--- src/rtl/mem_port_arbiter_pkg.sv ---
// Shared types and defaults for the IF/MEM memory port arbiter.
package mem_port_arbiter_pkg;

  localparam int unsigned WORD_SIZE_DEF = 16;
  localparam int unsigned TIMEOUT_DEF   = 255;
  localparam int unsigned CNT_W         = 8;

  typedef enum logic [1:0] {
    IDLE   = 2'd0,
    I_WAIT = 2'd1,
    D_WAIT = 2'd2
  } arb_state_e;

endpackage

--- src/rtl/mem_port_arbiter_mem_req_latch.sv ---
// Registered memory address/we/wdata with the grant mux (data side wins a tie).
module mem_req_latch
  import mem_port_arbiter_pkg::*;
#(
  parameter int unsigned W = WORD_SIZE_DEF
) (
  input  logic         clk,
  input  logic         reset,
  input  logic         i_load_if,
  input  logic         i_load_d,
  input  logic [W-1:0] i_if_addr,
  input  logic         i_d_we,
  input  logic [W-1:0] i_d_addr,
  input  logic [W-1:0] i_d_wdata,
  output logic         o_mem_we,
  output logic [W-1:0] o_mem_addr,
  output logic [W-1:0] o_mem_wdata
);

  logic         r_we;
  logic [W-1:0] r_addr;
  logic [W-1:0] r_wdata;

  // Sample the granted requester's payload on the grant edge only
  always_ff @(posedge clk) begin
    if (reset) begin
      r_we    <= 1'b0;
      r_addr  <= '0;
      r_wdata <= '0;
    end else if (i_load_d) begin
      r_we    <= i_d_we;
      r_addr  <= i_d_addr;
      r_wdata <= i_d_wdata;
    end else if (i_load_if) begin
      r_we    <= 1'b0;
      r_addr  <= i_if_addr;
      r_wdata <= '0;
    end
  end

  assign o_mem_we    = r_we;
  assign o_mem_addr  = r_addr;
  assign o_mem_wdata = r_wdata;

endmodule

--- src/rtl/mem_port_arbiter.sv ---
// Arbitrates one single-ported memory between instruction fetch and data access.
module mem_port_arbiter
  import mem_port_arbiter_pkg::*;
#(
  parameter int unsigned WORD_SIZE = WORD_SIZE_DEF,
  parameter int unsigned TIMEOUT   = TIMEOUT_DEF
) (
  input  logic                 clk,
  input  logic                 reset,
  input  logic                 i_req,
  input  logic [WORD_SIZE-1:0] i_addr,
  output logic                 i_valid,
  output logic [WORD_SIZE-1:0] i_data,
  output logic                 i_stall,
  input  logic                 flush,
  input  logic                 d_req,
  input  logic                 d_we,
  input  logic [WORD_SIZE-1:0] d_addr,
  input  logic [WORD_SIZE-1:0] d_wdata,
  output logic                 d_valid,
  output logic [WORD_SIZE-1:0] d_rdata,
  output logic                 d_stall,
  output logic                 mem_req,
  output logic                 mem_we,
  output logic [WORD_SIZE-1:0] mem_addr,
  output logic [WORD_SIZE-1:0] mem_wdata,
  input  logic [WORD_SIZE-1:0] mem_rdata,
  input  logic                 mem_ack,
  output logic                 mem_err
);

  arb_state_e       r_state;
  logic [CNT_W-1:0] r_cnt;
  logic             r_drop;

  logic w_d_want;
  logic w_i_want;
  logic w_grant_d;
  logic w_grant_i;
  logic w_timeout;

  // A requester whose valid is showing is still holding req for the finished access, so mask it
  assign w_d_want  = d_req & ~d_valid & ~mem_err;
  assign w_i_want  = i_req & ~i_valid & ~flush & ~mem_err;
  assign w_timeout = (r_cnt == CNT_W'(TIMEOUT - 1));

  // Grant decision: from IDLE either side, on completion only the other side (no bubble)
  always_comb begin
    w_grant_d = 1'b0;
    w_grant_i = 1'b0;
    case (r_state)
      IDLE: begin
        w_grant_d = w_d_want;
        w_grant_i = ~w_d_want & w_i_want;
      end
      I_WAIT:  w_grant_d = mem_ack & w_d_want;
      D_WAIT:  w_grant_i = mem_ack & w_i_want;
      default: begin
        w_grant_d = 1'b0;
        w_grant_i = 1'b0;
      end
    endcase
  end

  // Arbiter FSM with timeout counter, fetch drop flag and registered responses
  always_ff @(posedge clk) begin
    if (reset) begin
      r_state <= IDLE;
      r_cnt   <= '0;
      r_drop  <= 1'b0;
      mem_req <= 1'b0;
      mem_err <= 1'b0;
      i_valid <= 1'b0;
      i_data  <= '0;
      d_valid <= 1'b0;
      d_rdata <= '0;
    end else begin
      i_valid <= 1'b0;
      d_valid <= 1'b0;
      case (r_state)
        I_WAIT: begin
          if (flush) r_drop <= 1'b1;
          if (mem_ack) begin
            mem_req <= 1'b0;
            r_state <= IDLE;
            if (!(r_drop || flush)) begin
              i_valid <= 1'b1;
              i_data  <= mem_rdata;
            end
          end else if (w_timeout) begin
            mem_err <= 1'b1;
            mem_req <= 1'b0;
            r_state <= IDLE;
          end else begin
            r_cnt <= r_cnt + CNT_W'(1);
          end
        end
        D_WAIT: begin
          if (mem_ack) begin
            mem_req <= 1'b0;
            r_state <= IDLE;
            d_valid <= 1'b1;
            if (!mem_we) d_rdata <= mem_rdata;
          end else if (w_timeout) begin
            mem_err <= 1'b1;
            mem_req <= 1'b0;
            r_state <= IDLE;
          end else begin
            r_cnt <= r_cnt + CNT_W'(1);
          end
        end
        default: r_state <= IDLE;
      endcase
      if (w_grant_d) begin
        r_state <= D_WAIT;
        mem_req <= 1'b1;
        r_cnt   <= '0;
        r_drop  <= 1'b0;
      end else if (w_grant_i) begin
        r_state <= I_WAIT;
        mem_req <= 1'b1;
        r_cnt   <= '0;
        r_drop  <= 1'b0;
      end
    end
  end

  assign i_stall = i_req & ~i_valid;
  assign d_stall = d_req & ~d_valid;

  mem_req_latch #(.W(WORD_SIZE)) u_req_latch (
    .clk         (clk),
    .reset       (reset),
    .i_load_if   (w_grant_i),
    .i_load_d    (w_grant_d),
    .i_if_addr   (i_addr),
    .i_d_we      (d_we),
    .i_d_addr    (d_addr),
    .i_d_wdata   (d_wdata),
    .o_mem_we    (mem_we),
    .o_mem_addr  (mem_addr),
    .o_mem_wdata (mem_wdata)
  );

endmodule

--- config.mk ---
export PLATFORM = sky130hd
export DESIGN_NAME = mem_port_arbiter
export DESIGN_NICKNAME = d
export VERILOG_FILES = /design/src/rtl/mem_port_arbiter_pkg.sv /design/src/rtl/mem_port_arbiter_mem_req_latch.sv /design/src/rtl/mem_port_arbiter.sv
export SDC_FILE = /design/constraint.sdc
export NUM_CORES = 1
export LEC_CHECK = 0
export CAP_MARGIN = 20
export CORE_AREA = 10 10 86 125
export DETAILED_ROUTE_END_ITERATION = 10
export DIE_AREA = 0 0 96 135
export PLACE_DENSITY_LB_ADDON = 0.15
export SYNTH_ARGS = -nofsm -noshare
export SYNTH_HDL_FRONTEND = slang
export SYNTH_SLANG_ARGS = --single-unit
--- constraint.sdc ---
create_clock -name clk -period 1.9 [get_ports clk]
set_input_delay 0.475 -clock clk [delete_from_list [all_inputs] [get_ports clk]]
set_output_delay 0.475 -clock clk [all_outputs]
set_load 0.005 [all_outputs]
==> flow_summary.toml <==
[floorplanning]
start_util_pct = 36.39
die-area_um2 = 12960
die_y_um = 135
io_pins = 142
row_count = 41
core_area_um2 = 8413
die_w_um = 96

[clocking]
cts_sinks = 80
cts.root.buffer_cell = "clkbuf_16"
cts_tree = "yes"
cts.htree.levels = 3
clk_pin_slew_ns = 0.06
cts_buffers = 9
cts_setup_buffers = 0
cts_buffer_depth = 2
worstSkewPairLatency_ns = 0.32

[setup_path]
crit_fanout = 4
crit_type = "flop to primary output"
reg2reg_slack_ns = 0.12
worstPathRequired_ns = 1.42
start_kind = "flop"
cp-end-kind = "primary output"
cp.arrival_ns = 1.36

[cells_and_area]
multiInputGateArea_um2 = 1344
n_antenna_cell = 0
final_common_cell = "clkdlybuf4s50_1"
final_area_um2 = 4995
stdcell_count = 586
filler_cell_count = 779
syn_to_final_growth_pct = 63.14
final_nets = 550
register_area_um2 = 1602
drive_above_1_share_pct = 11.48
mostFrequentLayoutCells = "clkdlybuf4s50_1, dfxtp_1, nand2_1"

[routing]
dr.pass1.iters = 4
vias_per_cell = 4.734
wirelength_um = 9025
drt_iter0_drc = 53
route.detailed.drc = 0
dr_total_vias = 2774
antenna_left = 0
avgRoutedWirePerCell_um = 15.40

[sta]
slew_viol_final = 0
period_minus_slack_ns = 1.840
fmax_mhz = 543.6
worst_slew_pin_slew_ns = 0.4089
hold_slack_ns = 0.4517
rsz0062_at_grt = "false"
skew_ns = 0.004399
min_period_over_period_pct = 96.82
slew_headroom_pct = 72.68
setup_viol = 0
final-hold-violation-count = 0

[logic_synthesis]
avgSynthCellArea_um2 = 9.689
ys_types = 47
ys_ff_latch = 80
syn_nets = 392
synth.top_cell.area_share_pct = 52.31
synth_area_leader_cell = "dfxtp_1"
syn-cell-area_um2 = 3062
synthCells = 316
synth_edf_count = 0
synth_area_leaders = "dfxtp_1, nand2_1, a21oi_1"
async_flop_share_pct = 0
yosysWarnings = 0
seq_area_frac_synth_pct = 52.31
synthFlopType = "dfxtp_1"

[global_route]
overflow = 0
antenna_found_initial = 0
grt_pass1_vias = 2800
grt_max_degree = 24
grt_usage_pct = 13.76
grt_pass1_wl_um = 14100

[placed_design]
gp_congestion = 0.7411
placed_cells = 570
place_area_um2 = 4701
dp_hpwl_um = 7111
io_buffers = 141

[pwr]
ir_drop_uv = 527.9
leakagePower_uw = 0.001786
powerDensity_nw_per_um2 = 789.9

[hold_path]
hp-class = "flop to flop"

[job]
maxCapViolations = 0

[run_status]
status = "finished, final reports clean"
## path summary, 6_finish.rpt
| check | startpoint | endpoint | cells after the start |
|---|---|---|---|
| worst max-delay path | d_valid$_SDFF_PP0_ | d_stall | 3 |
| worst min-delay path | d_rdata[12]$_SDFFE_PP0P_ | d_rdata[12]$_SDFFE_PP0P_ | 2 |
| worst max register to register | r_state[0]$_SDFFE_PP0P_ | u_req_latch.o_mem_wdata[12]$_SDFFE_PP0P_ | 6 |
| worst min register to register | d_rdata[12]$_SDFFE_PP0P_ | d_rdata[12]$_SDFFE_PP0P_ | 2 |
## synth_stat cells, drive strengths merged (3+ instances only)
master   instances
mux2i           16
nor2            17
or3              3
o2bb2ai         16
dfxtp           80
nand2           67
buf             10
a22o            17
a21oi           38
clkbuf           8
xor2             3
o21ai            3
inv              6
ha               5
## flip-flops by register name (all words and copies together) (netlist names)
register and cells:
i_data 16, i_valid 1, u_req_latch.o_mem_wdata 16, d_rdata 16, d_valid 1, r_cnt 8, mem_req 1, u_req_latch.o_mem_addr 16
r_drop 1, u_req_latch.o_mem_we 1, mem_err 1, r_state 2
## power breakdown
part           internal, uW  switching, uW  leakage (uW)
logic                   369            214       0.00101
registers              1750           39.6      0.000652
clock network           915            653      0.000128
total                  3040            907       0.00179
## final cells by class
class | count | share of cell area [%]
clock buffer | 11 | 4.860
inverter | 6 | 0.4509
clock inverter | 5 | 0.6513
timing repair buffer | 165 | 32.39
sequential | 80 | 32.06
tap | 107 | 2.680
multi-input combinational | 212 | 26.90
## per-layer routing
layer | share of wire [%] | track usage [%]
met3 | 10 | 5.605
met1 | 40 | 14.87
met4 | 1.5 | 6.579
met5 | 0 | 0
met2 | 48 | 22.47
## through the flow
stage | utilization, % | power (uW) | worst slack [ns] | TNS (ns)
2_1_floorplan | - | 2041 | 0.1640 | 0
3_3_place_gp | 55.87 | 2410 | -0.3384 | -16.47
3_5_place_dp | 55.87 | 2418 | -0.3879 | -18.21
4_1_cts | 59.30 | 4005 | 0.007785 | 0
6_report | 59.37 | 3945 | 0.06048 | 0
5_1_grt | 59.37 | 4136 | 0.01061 | 0
## kinds of logic after synthesis
kind of cell / count (synthesis) / share of synthesized area [%]
AOI/OAI and AO/OA: 84 / 19.98
xor gates and xnor gates: 4 / 1.144
adders and majority gates: 5 / 2.043
buffers and inverters: 24 / 4.373
DFF: 80 / 52.31
muxes: 17 / 5.599
and+or+nand+nor: 102 / 14.55
## timing repair
action,in CTS,in global routing
gates resized for setup,5,2
hold buffers,0,0
setup endpoints to repair,19,12
## critical path: stages, from the launching register on
cell and delay, ns:
dfxtp_1 0.33, nand2b_4 0.17, inv_1 0.06, clkdlybuf4s50_1 0.49
(Power assumes the default switching activity.)
